`config.mk`:
```
export PLATFORM = sky130hd
export DESIGN_NAME = receive_module
export DESIGN_NICKNAME = d
export VERILOG_FILES = /design/src/rtl/rx_check_defs.sv /design/src/rtl/rx_sat_counter.sv /design/src/rtl/receive_module.sv
export SDC_FILE = /design/constraint.sdc
export NUM_CORES = 1
export LEC_CHECK = 0
export CAP_MARGIN = 20
export CORE_AREA = 2 2 105 107
export CTS_CLUSTER_DIAMETER = 100
export DETAILED_ROUTE_END_ITERATION = 12
export DIE_AREA = 0 0 107 109
export PLACE_DENSITY = 0.84
export SETUP_SLACK_MARGIN = 0.1
export SYNTH_ARGS = -nofsm -noshare
export SYNTH_HDL_FRONTEND = slang
export SYNTH_SLANG_ARGS = --single-unit
```
`constraint.sdc`:
```
create_clock -name clk -period 5.26 [get_ports clk]
set_input_delay 0.526 -clock clk [delete_from_list [all_inputs] [get_ports clk]]
set_output_delay 0.526 -clock clk [all_outputs]
set_load 0.05 [all_outputs]
```
`src/rtl/rx_check_defs.sv`:
```
// Shared definitions for the egress packet checker: header field offsets,
// error-bit indices, FSM encoding and the payload pattern generator.
package rx_check_defs;

    localparam int N_ERR      = 6;
    localparam int ERR_DEST   = 0;
    localparam int ERR_LEN    = 1;
    localparam int ERR_DATA   = 2;
    localparam int ERR_SOP    = 3;
    localparam int ERR_ORPHAN = 4;
    localparam int ERR_RDY    = 5;

    typedef enum logic [1:0] {
        ST_IDLE  = 2'd0,
        ST_BODY  = 2'd1,
        ST_DRAIN = 2'd2
    } rx_state_t;

    // Header layout LSB up: length, priority, dest, src.
    function automatic int dest_lsb(input int width_length, input int width_priority);
        return width_length + width_priority;
    endfunction

    // Payload beat k carries the low header half above the beat index.
    function automatic logic [31:0] payload_word(input logic [15:0] hdr_lo, input logic [15:0] idx);
        return {hdr_lo, idx};
    endfunction

endpackage

```
`src/rtl/rx_sat_counter.sv`:
```
// Saturating up-counter with synchronous clear taking priority over increment.
module rx_sat_counter #(
    parameter int WIDTH     = 16,
    parameter int INC_WIDTH = 1
) (
    input  logic                 clk,
    input  logic                 rst,
    input  logic                 clr,
    input  logic [INC_WIDTH-1:0] inc,
    output logic [WIDTH-1:0]     count
);

    logic [WIDTH:0] sum_s;

    assign sum_s = {1'b0, count} + (WIDTH + 1)'(inc);

    // Count register: sticks at all-ones once the carry bit is reached.
    always_ff @(posedge clk or posedge rst) begin
        if (rst) begin
            count <= '0;
        end else if (clr) begin
            count <= '0;
        end else if (sum_s[WIDTH]) begin
            count <= '1;
        end else begin
            count <= sum_s[WIDTH-1:0];
        end
    end

endmodule

```
`src/rtl/receive_module.sv`:
```
// Per-port egress packet sink: parses header, checks dest/length/payload
// pattern and keeps saturating good/error statistics.
module receive_module
    import rx_check_defs::*;
#(
    parameter int RX_PORT    = 0,
    parameter int PORT_NUB   = 4,
    parameter int DATA_WIDTH = 32,
    parameter int LENGTH_MAX = 256,
    parameter int PRIORITY   = 8
) (
    input  logic                  clk,
    input  logic                  rst,
    input  logic                  rd_sop,
    input  logic                  rd_eop,
    input  logic                  rd_vld,
    input  logic [DATA_WIDTH-1:0] rd_data,
    input  logic                  stall,
    input  logic                  clear,
    output logic                  ready,
    output logic                  pkt_done,
    output logic                  pkt_ok,
    output logic [31:0]           pkt_cnt,
    output logic [15:0]           err_cnt,
    output logic [N_ERR-1:0]      err_flags,
    output logic                  busy
);

    localparam int WIDTH_SEL      = $clog2(PORT_NUB);
    localparam int WIDTH_LENGTH   = $clog2(LENGTH_MAX);
    localparam int WIDTH_PRIORITY = $clog2(PRIORITY);
    localparam int DEST_LSB       = dest_lsb(WIDTH_LENGTH, WIDTH_PRIORITY);
    localparam logic [WIDTH_SEL-1:0]    RX_DEST = WIDTH_SEL'(RX_PORT);
    localparam logic [WIDTH_LENGTH-1:0] IDX_ONE = WIDTH_LENGTH'(1);
    localparam logic [WIDTH_LENGTH:0]   LEN_ONE = (WIDTH_LENGTH + 1)'(1);

    rx_state_t               state_r, state_nx_s;
    logic [WIDTH_LENGTH-1:0] idx_r, idx_nx_s, len_r, len_nx_s, in_len_s;
    logic [15:0]             hdr_r, hdr_nx_s;
    logic [N_ERR-1:0]        perr_r, perr_nx_s, hdr_err_s, body_err_s, flag_set_s, flags_r;
    logic [DATA_WIDTH-1:0]   exp_beat_s;
    logic                    data_bad_s, done_s, ok_s, good_s;
    logic [1:0]              bad_s;
    logic                    ready_r, pkt_done_r, pkt_ok_r;

    assign in_len_s   = rd_data[WIDTH_LENGTH-1:0];
    assign exp_beat_s = DATA_WIDTH'(payload_word(hdr_r, 16'(idx_r)));
    assign data_bad_s = (rd_data != exp_beat_s);

    // Error vectors for the incoming header and for the current payload beat.
    always_comb begin
        hdr_err_s             = '0;
        hdr_err_s[ERR_DEST]   = (rd_data[DEST_LSB +: WIDTH_SEL] != RX_DEST);
        hdr_err_s[ERR_LEN]    = (in_len_s != '0);
        body_err_s            = perr_r;
        body_err_s[ERR_DATA]  = perr_r[ERR_DATA] | ((idx_r < len_r) & data_bad_s);
        body_err_s[ERR_LEN]   = perr_r[ERR_LEN] |
                                (rd_eop & (({1'b0, idx_r} + LEN_ONE) != {1'b0, len_r}));
    end

    // Next-state, termination and statistics-increment decode.
    always_comb begin
        state_nx_s = state_r;
        idx_nx_s   = idx_r;
        len_nx_s   = len_r;
        hdr_nx_s   = hdr_r;
        perr_nx_s  = perr_r;
        done_s     = 1'b0;
        ok_s       = 1'b1;
        good_s     = 1'b0;
        bad_s      = 2'd0;
        flag_set_s = '0;
        flag_set_s[ERR_RDY] = rd_vld & ~ready_r;
        if (rd_vld && rd_sop) begin
            // A new header mid-packet closes the old packet as bad first.
            if (state_r != ST_IDLE) begin
                done_s              = 1'b1;
                ok_s                = 1'b0;
                bad_s               = 2'd1;
                flag_set_s          = flag_set_s | perr_r;
                flag_set_s[ERR_SOP] = 1'b1;
            end else begin
                bad_s = 2'd0;
            end
            hdr_nx_s = rd_data[15:0];
            len_nx_s = in_len_s;
            idx_nx_s = '0;
            if (rd_eop) begin
                done_s     = 1'b1;
                state_nx_s = ST_IDLE;
                perr_nx_s  = '0;
                flag_set_s = flag_set_s | hdr_err_s;
                if (hdr_err_s == '0) begin
                    good_s = 1'b1;
                end else begin
                    bad_s = bad_s + 2'd1;
                    ok_s  = 1'b0;
                end
            end else begin
                state_nx_s          = ST_BODY;
                perr_nx_s           = '0;
                perr_nx_s[ERR_DEST] = hdr_err_s[ERR_DEST];
            end
        end else if (rd_vld) begin
            case (state_r)
                ST_IDLE: begin
                    flag_set_s[ERR_ORPHAN] = 1'b1;
                    bad_s                  = 2'd1;
                end
                ST_BODY: begin
                    if (rd_eop) begin
                        done_s     = 1'b1;
                        state_nx_s = ST_IDLE;
                        flag_set_s = flag_set_s | body_err_s;
                        if (body_err_s == '0) begin
                            good_s = 1'b1;
                        end else begin
                            bad_s = 2'd1;
                            ok_s  = 1'b0;
                        end
                    end else if (idx_r == len_r) begin
                        state_nx_s         = ST_DRAIN;
                        perr_nx_s          = body_err_s;
                        perr_nx_s[ERR_LEN] = 1'b1;
                    end else begin
                        perr_nx_s = body_err_s;
                        idx_nx_s  = idx_r + IDX_ONE;
                    end
                end
                ST_DRAIN: begin
                    // Overrun already flagged LEN, so the drained packet is always bad.
                    if (rd_eop) begin
                        done_s     = 1'b1;
                        ok_s       = 1'b0;
                        bad_s      = 2'd1;
                        state_nx_s = ST_IDLE;
                        flag_set_s = flag_set_s | perr_r;
                    end else begin
                        state_nx_s = ST_DRAIN;
                    end
                end
                default: state_nx_s = ST_IDLE;
            endcase
        end else begin
            state_nx_s = state_r;
        end
    end

    // FSM state and per-packet context registers.
    always_ff @(posedge clk or posedge rst) begin
        if (rst) begin
            state_r <= ST_IDLE;
            idx_r   <= '0;
            len_r   <= '0;
            hdr_r   <= '0;
            perr_r  <= '0;
        end else begin
            state_r <= state_nx_s;
            idx_r   <= idx_nx_s;
            len_r   <= len_nx_s;
            hdr_r   <= hdr_nx_s;
            perr_r  <= perr_nx_s;
        end
    end

    // Registered status outputs and sticky flags.
    always_ff @(posedge clk or posedge rst) begin
        if (rst) begin
            ready_r    <= 1'b0;
            pkt_done_r <= 1'b0;
            pkt_ok_r   <= 1'b0;
            flags_r    <= '0;
        end else begin
            ready_r    <= ~stall;
            pkt_done_r <= done_s;
            pkt_ok_r   <= done_s & ok_s;
            flags_r    <= clear ? '0 : (flags_r | flag_set_s);
        end
    end

    rx_sat_counter #(.WIDTH(32), .INC_WIDTH(1)) u_pkt_cnt (
        .clk   (clk),
        .rst   (rst),
        .clr   (clear),
        .inc   (good_s),
        .count (pkt_cnt)
    );

    rx_sat_counter #(.WIDTH(16), .INC_WIDTH(2)) u_err_cnt (
        .clk   (clk),
        .rst   (rst),
        .clr   (clear),
        .inc   (bad_s),
        .count (err_cnt)
    );

    assign ready     = ready_r;
    assign pkt_done  = pkt_done_r;
    assign pkt_ok    = pkt_ok_r;
    assign err_flags = flags_r;
    assign busy      = (state_r != ST_IDLE);

endmodule

```
==> metrics.yaml <==
outcome: "finished clean"
powerDensity_nw_per_um2: 246
fin_worst_skew_ns: 0.0120
p_int_mw: 1.02
area_growth_pct: 24.9
ys_ff_latch: 86
clock_latency_ns: 0.36
max_freq_mhz: 221
swShare: 0.326
crit_start: "rd_data[3]"
hp-start: "hdr_r[12]"
fillers: 928
cts_max_level: 3
final_hold_viol_count: 0
rows: 38
io_buffers: 96
grt_most_used_layer: "met2"
use_met2: 0.351
syn_area_per_cell_um2: 9.14
nNetsFinal: 686
cp.required_ns: 5.53
slew_violations: 0
finalSetupTns_ns: 0
antenna_cells: 0
viasPerCell: 5.58
wl_per_cell_um: 16.0
final_area_um2: 6180
finalCritPeriodShare: 0.859
min_path_type: "flip-flop to flip-flop"
ys_seq_area_frac: 0.435
die_h_um: 109
rsz0062_at_grt: "no"
cts_tree: "done"
initial_core_util: 0.466
grt_max_degree: 55
grt.overflow.total: 0
met1_usage: 0.305
async_reset_ff_frac: 1.00
ant_nets: 0
clk_pin_slew_worst_paths_ns: 0.09
yosysTopAreaCell: "dfrtp_1"
cts_hold_buf: 0
worstSetupPathType: "input port to flip-flop"
p_leak_nw: 2.57
pre_cts_ws_ns: 0.450
maxCapViolCount: 0
ff_latch_area_um2: 2150
setup_viol: 0
dpl_cell_area_um2: 5990
post_cts_buffers: 0
ioPinCount: 97
synthTopCellsByArea: "dfrtp_1 44%, xnor2_1 7.8%, a21oi_1 5.6%"
use_met3: 0.0287
die_area_um2: 11700
multi_input_area_um2: 2590
holdPathEnd: "hdr_r[12]"
dr_total_vias: 4306
cts_sinks: 86
synth_warnings: 0
p_switching_mw: 0.494
power_mw: 1.52
worstSetupStartpointType: "input port"
grt_pass1_vias: 4238
synth_cell_types: 52
r2r-start: "idx_r[0]"
place_hpwl_mm: 8.90
syn_inst: 541
reg2reg_to: "u_pkt_cnt.count[12]"
holdWs_ns: 0.508
clockRootBuffer: "clkbuf_8"
cp_data_arrival_time_ns: 4.79
hold_depth: 2
die_w_um: 107
maxSlewHeadroom: 0.347
worstPathMaxFanout: 14
endpoint_kind: "flip-flop"
coreArea_um2: 10600
p_comb_frac: 0.214
grt_pass1_wl_mm: 20.3
rr_worst_depth: 15
syn_nets: 600
setup_ws_ns: 0.744
dr.pass1.iters: 5
clkPwrFrac: 0.300
synth_edf_count: 0
totalWireLength_mm: 12.4
synthFlopType: "dfrtp_1"
cts-resized-gates: 0
syn_area_um2: 4950
peakVddDrop_v: 0.000149
layout-drive-gt1-share: 0.0506
gp_congestion: 0.942
min_period_ns: 4.52
cts_buffers: 9
final_core_util: 0.583
track_usage: 0.219
drc_errors: 0
worstMarginPinSlew_ns: 0.979
drt_iter0_drc: 317
synth_top_area_frac: 0.435
dp_cells: 756
power_frac_seq: 0.486
ff2ff_setup_slack_ns: 0.94
cts_buffer_depth: 2
antenna_found_initial: 0
final_cell_count_no_fill: 772
-- critical path, cell delays in order --
cell and delay (ns):
clkdlybuf4s50_1 0.49, nor4_1 0.42, nand2_1 0.18, nor2_1 0.21, inv_1 0.07, ha_1 0.27
a22oi_1 0.07, a21oi_1 0.17, a21oi_1 0.05, o21ai_0 0.13, ha_1 0.21, inv_1 0.05
fa_1 0.39, nor2b_1 0.18, nand4_1 0.19, nor3_1 0.32, nand4_1 0.54, a21oi_1 0.32
-- routing by layer --
layer / wire length, µm / part of all wire / up-vias
met5: 0 / 0 / -
met4: 227 / 0.018 / 0
met3: 584 / 0.047 / 15
met2: 5890 / 0.48 / 124
met1: 5650 / 0.46 / 2106
li1: - / - / 2061
-- power by group through the flow --
stage          sequential (mW)  clock (mW)  combinational (mW)
2_1_floorplan            0.771           0               0.187
3_5_place_dp             0.750           0               0.323
3_3_place_gp             0.748           0               0.313
5_1_grt                  0.742       0.486               0.363
6_report                 0.738       0.455               0.326
4_1_cts                  0.737       0.463               0.326
-- how the worst max path moves through the flow --
stage,slack (ns),to,cells after the start
6_report,0.74,u_err_cnt.count[1],18
3_3_place_gp,0.49,u_err_cnt.count[0],18
3_5_place_dp,0.45,u_err_cnt.count[1],18
2_1_floorplan,1.66,u_pkt_cnt.count[10],17
5_1_grt,0.36,u_err_cnt.count[5],18
4_1_cts,0.77,u_err_cnt.count[1],18
-- flip-flops by register name, summed over array words and instances (netlist names) --
signal	count
err_flags	6
hdr_r	9
idx_r	8
len_r	7
perr_r	3
pkt_done	1
pkt_ok	1
ready	1
state_r	2
u_err_cnt.count	16
u_pkt_cnt.count	32
-- placed cells by master, fill, tap and decap left out, types with 19 or more instances in the layout --
master	n
o21ai_0	22
inv_1	21
nand4_1	21
xor2_1	25
xnor2_1	44
clkdlybuf4s50_1	95
a21oi_1	55
dfrtp_1	86
nand3_1	21
nor2_1	40
ha_1	19
nand2_1	61
-- cells in the mapped netlist, drive strengths merged, types with 4 or more instances --
cell type,n
xor2,25
nor2b,4
and4,7
or2,4
a21oi,55
mux2i,4
and3,13
xnor2,44
ha,19
buf,10
nand2,61
nand3,23
clkbuf,15
nor2,40
nand2b,4
nor3,7
a31oi,5
dfrtp,86
nand3b,4
o21ai,23
inv,22
nand4,21
nor4,7
-- final cells by class --
| type | instances | area share |
|---|---|---|
| multi-input cells | 408 | 0.419 |
| clock inverters | 6 | 0.00871 |
| repair buffers | 100 | 0.160 |
| well taps | 140 | 0.0283 |
| flip-flops and latches | 86 | 0.348 |
| clock buffers | 10 | 0.0223 |
| inverters | 22 | 0.0136 |
-- kinds of logic after synthesis --
family / after synthesis / share of synthesized area
buffers and inverters: 47 / 0.0410
and+or+nand+nor: 209 / 0.217
AOI/OAI and AO/OA: 106 / 0.125
DFF: 86 / 0.435
muxes: 4 / 0.00810
xor gates and xnor gates: 69 / 0.122
adders and majority gates: 20 / 0.0521
No activity file was read; power rests on OpenSTA's default activity.
